File: src/rtl/hamming_enc_serializer.sv
// rtl/hamming_enc_serializer.sv - serial-in Hamming(15,11) encoder with serial and parallel codeword out
// Define HAMMING_EXT_PARITY_EN for SECDED (16,11): overall parity appended as position 16.
module hamming_enc_serializer (
   input  logic        clk,
   input  logic        reset,
   input  logic        en,
   input  logic        din,
   input  logic        din_valid,
   output logic        din_ready,
   output logic        dout,
   output logic        dout_valid,
   input  logic        dout_ready,
   output logic        dout_last,
`ifdef HAMMING_EXT_PARITY_EN
   output logic [15:0] cw,
`else
   output logic [14:0] cw,
`endif
   output logic        cw_valid
);

`ifdef HAMMING_EXT_PARITY_EN
   localparam int CW_W = 16;
`else
   localparam int CW_W = 15;
`endif
   localparam logic [4:0] LAST_IDX = 5'(CW_W - 1);

   typedef enum logic [1:0] {LOAD, ENCODE, SEND} state_t;

   state_t            state;
   logic [3:0]        load_cnt;
   logic [4:0]        send_cnt;
   logic [10:0]       data;
   logic [14:0]       base_cw;
   logic [CW_W-1:0]   cw_next;
   logic [CW_W-1:0]   cw_shift;

   // data[k] holds the k-th arrival once all 11 bits have shifted in
   function automatic logic [14:0] encode(input logic [10:0] d);
      logic [14:0] c;
      c     = '0;
      c[2]  = d[0];
      c[4]  = d[1];
      c[5]  = d[2];
      c[6]  = d[3];
      c[14:8] = d[10:4];
      c[0]  = c[2] ^ c[4] ^ c[6] ^ c[8] ^ c[10] ^ c[12] ^ c[14];
      c[1]  = c[2] ^ c[5] ^ c[6] ^ c[9] ^ c[10] ^ c[13] ^ c[14];
      c[3]  = c[4] ^ c[5] ^ c[6] ^ c[11] ^ c[12] ^ c[13] ^ c[14];
      c[7]  = ^c[14:8];
      return c;
   endfunction

   assign base_cw = encode(data);
`ifdef HAMMING_EXT_PARITY_EN
   assign cw_next = {^base_cw, base_cw};
`else
   assign cw_next = base_cw;
`endif

   always_ff @(posedge clk or posedge reset) begin
      if (reset) begin
         state    <= LOAD;
         load_cnt <= '0;
         send_cnt <= '0;
         data     <= '0;
         cw       <= '0;
         cw_valid <= 1'b0;
      end else begin
         cw_valid <= 1'b0;
         if (en) begin
            case (state)
               LOAD: begin
                  if (din_valid) begin
                     data <= {din, data[10:1]};
                     if (load_cnt == 4'd10) begin
                        load_cnt <= '0;
                        state    <= ENCODE;
                     end else begin
                        load_cnt <= load_cnt + 4'd1;
                     end
                  end
               end
               ENCODE: begin
                  cw       <= cw_next;
                  cw_valid <= 1'b1;
                  send_cnt <= '0;
                  state    <= SEND;
               end
               SEND: begin
                  if (dout_ready) begin
                     if (send_cnt == LAST_IDX) begin
                        send_cnt <= '0;
                        state    <= LOAD;
                     end else begin
                        send_cnt <= send_cnt + 5'd1;
                     end
                  end
               end
               default: state <= LOAD;
            endcase
         end
      end
   end

   assign cw_shift   = cw >> send_cnt;
   assign din_ready  = (state == LOAD) && en;
   assign dout_valid = (state == SEND) && en;
   assign dout_last  = (state == SEND) && (send_cnt == LAST_IDX);
   assign dout       = (state == SEND) && cw_shift[0];

endmodule

File: config.mk
export PLATFORM = sky130hd
export DESIGN_NAME = hamming_enc_serializer
export DESIGN_NICKNAME = d
export VERILOG_FILES = /design/src/rtl/hamming_enc_serializer.sv
export SDC_FILE = /design/constraint.sdc
export NUM_CORES = 1
export LEC_CHECK = 0
export CORE_ASPECT_RATIO = 0.7
export CORE_MARGIN = 8
export CORE_UTILIZATION = 25
export DETAILED_ROUTE_END_ITERATION = 12
export GPL_ROUTABILITY_DRIVEN = 0
export GPL_TIMING_DRIVEN = 0
export PLACE_DENSITY = 0.43
export RECOVER_POWER = 50
export REMOVE_ABC_BUFFERS = 1
export SLEW_MARGIN = 20
export SYNTH_ARGS = -nofsm -noshare
export SYNTH_HDL_FRONTEND = slang
export SYNTH_SLANG_ARGS = --single-unit
File: constraint.sdc
create_clock -name clk -period 2.4 [get_ports clk]
set_clock_uncertainty 0.05 [all_clocks]
set_input_delay 0.24 -clock clk [delete_from_list [all_inputs] [get_ports clk]]
set_output_delay 0.24 -clock clk [all_outputs]
set_load 0.05 [all_outputs]
======== Yosys cells after proc, flatten, opt, wreduce, memory -nomap -nowiden ========
Cells that the tools add are included.
word-level totals
  flip-flop bits (word level) ............. 38
  bits of input ports ..................... 6
  output and inout port bits .............. 20
  logic and storage cells ................. 57
cells by class
  add/subtract/negate cells ............... 2
  equality and inequality tests ........... 8
  shifts and indexed selects .............. 1
  multiplexer cells ....................... 11
  bitwise gates (word level) .............. 18
  reductions and logical operators ........ 11
operator list
  kind                   count
  $xor A1 B1 Y1          18
  $shr A15 B5 Y1         1
  $mux W5                2
  $pmux W5 S2            1
  $mux W2                4
  $ne A2 B2 Y1 const B   4
  $reduce_xor A7 Y1      1
  $pmux W2 S3            1
  $reduce_and A3 Y1      2
  $add A5 B1 Y5 const B  1
  $eq A5 B4 Y1 const B   1
  $reduce_and A5 Y1      1
  $add A4 B1 Y4 const B  1
  $eq A4 B4 Y1 const B   1
  $logic_and A1 B1 Y1    4
  $mux W4                1
  $eq A2 B1 Y1 const B   1
  $eq A2 B2 Y1 const B   1
  $logic_not A2 Y1       1
  $mux W1                2
  $reduce_and A2 Y1      1
  $reduce_bool A2 Y1     1

======== Depth between registers and ports, before layout ========
  word-level depth ........................ 6
  mapped depth ............................ 8
  gate-level depth less buffers ........... 6

======== Worst setup path before layout ========
No wires, ideal clock.
  kind .................................... register -> output
  from .................................... reg cw[1]
  to ...................................... out dout
  arrival ................................. 2.304 ns
  data required time ...................... 2.110 ns
  setup slack ............................. -0.194 ns
  cell stages (with the launch flop) ...... 4
  buffers on the path ..................... 0
  cells stage by stage .................... dfrtp_1 mux4_2 mux4_2 nor3b_1
between the ends
  longest elaborated chain between the ends .. 2
ends and longest elaborated chain
  element                   RTL line  source
  start: declaration        17        output logic [14:0] cw,
  start signal: assignment  86        cw <= cw_next;
  $shr A15 B5 Y1            107       assign cw_shift = cw >> send_cnt;
  $logic_and A1 B1 Y1       111       assign dout = (state == SEND) && cw_shift[0];
  end: declaration          10        output logic dout,
No other way between the ends.

======== Worst setup path in the final report ========
  from .................................... reg send_cnt[0]
  to ...................................... out dout
between the ends
  longest elaborated chain between the ends .. 2
ends and longest elaborated chain
  element                   RTL line  source
  start: declaration        33        logic [4:0] send_cnt;
  start signal: assignment  97        send_cnt <= send_cnt + 5'd1;
  $shr A15 B5 Y1            107
  $logic_and A1 B1 Y1       111
No other way between the ends.

==> flow_summary_export.csv <==
group,metric,value,unit
route,wirelength,4.29,mm
global_routing,grt_pass1_vias,1319,
synthesis,netlist_area,1870,um^2
worst_setup_path,crit_start,"send_cnt[0]$_DFFE_PP0P_",
worst_setup_path,path_cells,"mux4_2, mux4_2, nor3b_4, buf_6",
clock_tree,cts_tree,"done",
timing,slew_headroom,42.6,%
finish,final_cell_mix,"dfrtp_1, mux2_2, clkdlybuf4s50_1, o21ai_0, xnor2_1",
synthesis,netlist.top_cell.by_area,"dfrtp_1",
route,dr.pass1.iters,4,
synthesis,synthDistinctLibCells,30,
worst_setup_path,cpPeakStageDelay,0.55,ns
timing,min_period,2.42,ns
timing,finalHoldViolations,0,
synthesis,yosys_warnings,0,
outcome,violations,"negative setup slack",
flow_run,drv_cap,0,
die,die_w,119,um
worst_setup_path,crit_path_end_kind,"output pin",
synthesis,ys_seq_area_share,50.8,%
synthesis,yosys.area.top_type_share,50.8,%
route,drtIter0Drc,42,
pwr,switching_share,42.2,%
timing,drv_slew,0,
worst_setup_path,r2r_start,"state[0]$_DFFE_PP0P_",
synthesis,synthTopCellsByArea,"dfrtp_1, mux2_2, xnor2_1",
worst_setup_path,crit_type,"register to output pin",
timing,max_clock_freq,413,MHz
worst_setup_path,cp_slowest_cell,"mux4_2",
worst_setup_path,path_depth,4,
clock_tree,cts.sinks,38,
clock_tree,clock_path_buffers,2,
global_routing,grt_antenna_before_repair,0,
worst_setup_path,worstPathArrival,2.13,ns
route,via_count,1260,
clock_tree,clk_latency,0.29,ns
timing,grt_setup_unrepaired,"yes",
synthesis,synthCells,157,
worst_setup_path,cp.required,2.11,ns
worst_setup_path,r2r-end,"send_cnt[3]$_DFFE_PP0P_",
finish,final_util,32.7,%
finish,multi_input_area,898,um^2
pwr,peakVddDrop,433,uV
route,wl_per_cell,14.9,um
placed_design,post-dp-hpwl,3.11,mm
finish,regArea,953,um^2
timing,setup_viol,1,
die,fp.dieH,88.4,um
die,rows,26,
worst_setup_path,cp_top_family,"multiplexers",
worst_setup_path,cp-endpoint,"dout",
pwr,power_frac_comb,50.4,%
finish,n_fill_cell,744,
worst_setup_path,crit_buf_inv,1,
pwr,p_clk_share,13.4,%
hold_path,min_path_type,"input pin to asynchronous set/reset pin",
pwr,leakagePower,1.04,nW
die,die_area,10600,um^2
worst_setup_path,reg2reg_slack,0.53,ns
route,avgViaCountPerCell,4.39,
timing,worst_hold_slack,0.235,ns
timing,fin_crit_sh,101,%
timing,setup_ws,-0.0213,ns
finish,layout-drive-gt1-share,25.4,%
finish,syn2layout_area_growth,27.5,%
timing,tightestPinTransition,0.861,ns
die,core_area,7290,um^2
route,antenna_left,0,
die,start_util,25.7,%
worst_setup_path,cp-start-kind,"register",
global_routing,grt_max_degree,35,
route,drcViolationCount,0,
pwr,power_density,1360,nW/um^2
finish,final_nets,198,
synthesis,ys_ff_latch,38,
pwr,p_int,1.88,mW
finish,antenna_cells,0,
die,io_pins,26,
clock_tree,numCtsBuffers,5,
synthesis,avgSynthCellArea,11.9,um^2
pwr,switchingPower,1.37,mW
finish,final_common_cell,"dfrtp_1",
global_routing,grt_pass1_wl,6.99,mm
placed_design,portBuffers,25,
worst_setup_path,cpMostUsedCell,"mux4_2",
global_routing,grt.overflow.total,0,
pwr,pwr-share-seq,36.3,%
worst_setup_path,reg2reg_depth,4,
outcome,status,"finished with violations",
clock_tree,cts_root_buf,"clkbuf_8",
worst_setup_path,path_max_fanout,7,
global_routing,track_usage,8.59,%
clock_tree,h-tree-depth,2,
clock_tree,path_clk_slew,0.07,ns
-- worst min path at each step --
| stage | endpoint | cells after the start |
|---|---|---|
| floorplan | state[0]$_DFFE_PP0P_ | 1 |
| global placement | load_cnt[3]$_DFFE_PP0P_ | 2 |
| detailed placement | load_cnt[0]$_DFFE_PP0P_ | 2 |
| CTS | load_cnt[0]$_DFFE_PP0P_ | 2 |
| global route | load_cnt[1]$_DFFE_PP0P_ | 2 |
| finish | load_cnt[0]$_DFFE_PP0P_ | 2 |
-- flip-flops by register name, summed over array words and instances (netlist names) --
register  flops
cw_valid      1
data         11
cw           15
send_cnt      5
load_cnt      4
state         2
-- metal layers --
metal | global-route usage (%) | up-vias | routed length, um
met3 | 2.61 | 8 | 160
met4 | 4.40 | 0 | 78
met5 | 0 | - | 0
met1 | 11.0 | 622 | 2090
li1 | - | 613 | -
met2 | 12.9 | 17 | 1960
-- synthesized netlist by cell type --
master and instances:
dfrtp_1 38, mux2_2 23, xnor2_1 15, o21ai_0 14, nand2_1 13, inv_1 5, clkbuf_1 4, mux4_2 4
nand2b_1 4, nand3_1 4, xor2_1 4, buf_2 3, nor2b_1 3, a21oi_1 2, and4b_1 2, ha_1 2
nor2_1 2, nor3_1 2, nor3b_1 2, a22o_1 1, and3b_1 1, mux2i_1 1, nand4b_1 1, nor4bb_1 1
o21ai_1 1, o22ai_1 1, o31ai_1 1, o41ai_1 1, or2_2 1, or3_1 1
-- timing repair --
| action | CTS | global route |
|---|---|---|
| resized for setup | 7 | 10 |
| setup endpoints to repair | 2 | 2 |
| hold buffers | 0 | 0 |
| setup buffers | 0 | 6 |
| pin swaps | 0 | 0 |
-- cell families after synthesis --
logic type / Yosys count / synth area share, %
DFF: 38 / 50.8
and+or+nand+nor: 37 / 11.0
muxes: 28 / 19.2
AOI/OAI and AO/OA: 21 / 6.22
xor gates and xnor gates: 19 / 8.89
buffers and inverters: 12 / 2.61
adders and majority gates: 2 / 1.34
-- area by class of cell --
class	instances	area share (%)
Clock buffer	6	3.46
Inverter	5	0.787
Multi-Input combinational cell	107	37.7
Tap cell	98	5.14
Timing Repair Buffer	33	13.0
Sequential cell	38	40.0
-- power by group through the flow --
stage	logic [mW]	registers [mW]	clock network [mW]
global placement	1.55	1.18	0
CTS	1.60	1.19	0.453
detailed placement	1.59	1.20	0
finish	1.63	1.18	0.434
global route	1.77	1.23	0.477
floorplan	0.929	1.37	0
-- through the flow --
| step | power, mW | worst slack (ns) | instances | setup TNS, ns | area [um^2] |
|---|---|---|---|---|---|
| after CTS | 3.24 | -0.235 | 281 | -0.235 | 2350 |
| final | 3.25 | -0.0213 | 287 | -0.0213 | 2390 |
| after floorplan | 2.30 | -0.284 | 150 | -4.24 | 1840 |
| after global routing | 3.48 | -0.0781 | 287 | -0.0781 | 2390 |
| after detailed placement | 2.79 | -0.419 | 275 | -0.435 | 2260 |
| after global placement | 2.73 | -1.58 | 273 | -24.64 | 2210 |
-- worst reg2reg max path: cells and delay by family, from the launching register on --
kind,cells,cell delay (ns)
compound gates,3,1.02
flops,1,0.47
simple gates,1,0.21
No activity file was read; power rests on OpenSTA's default activity.
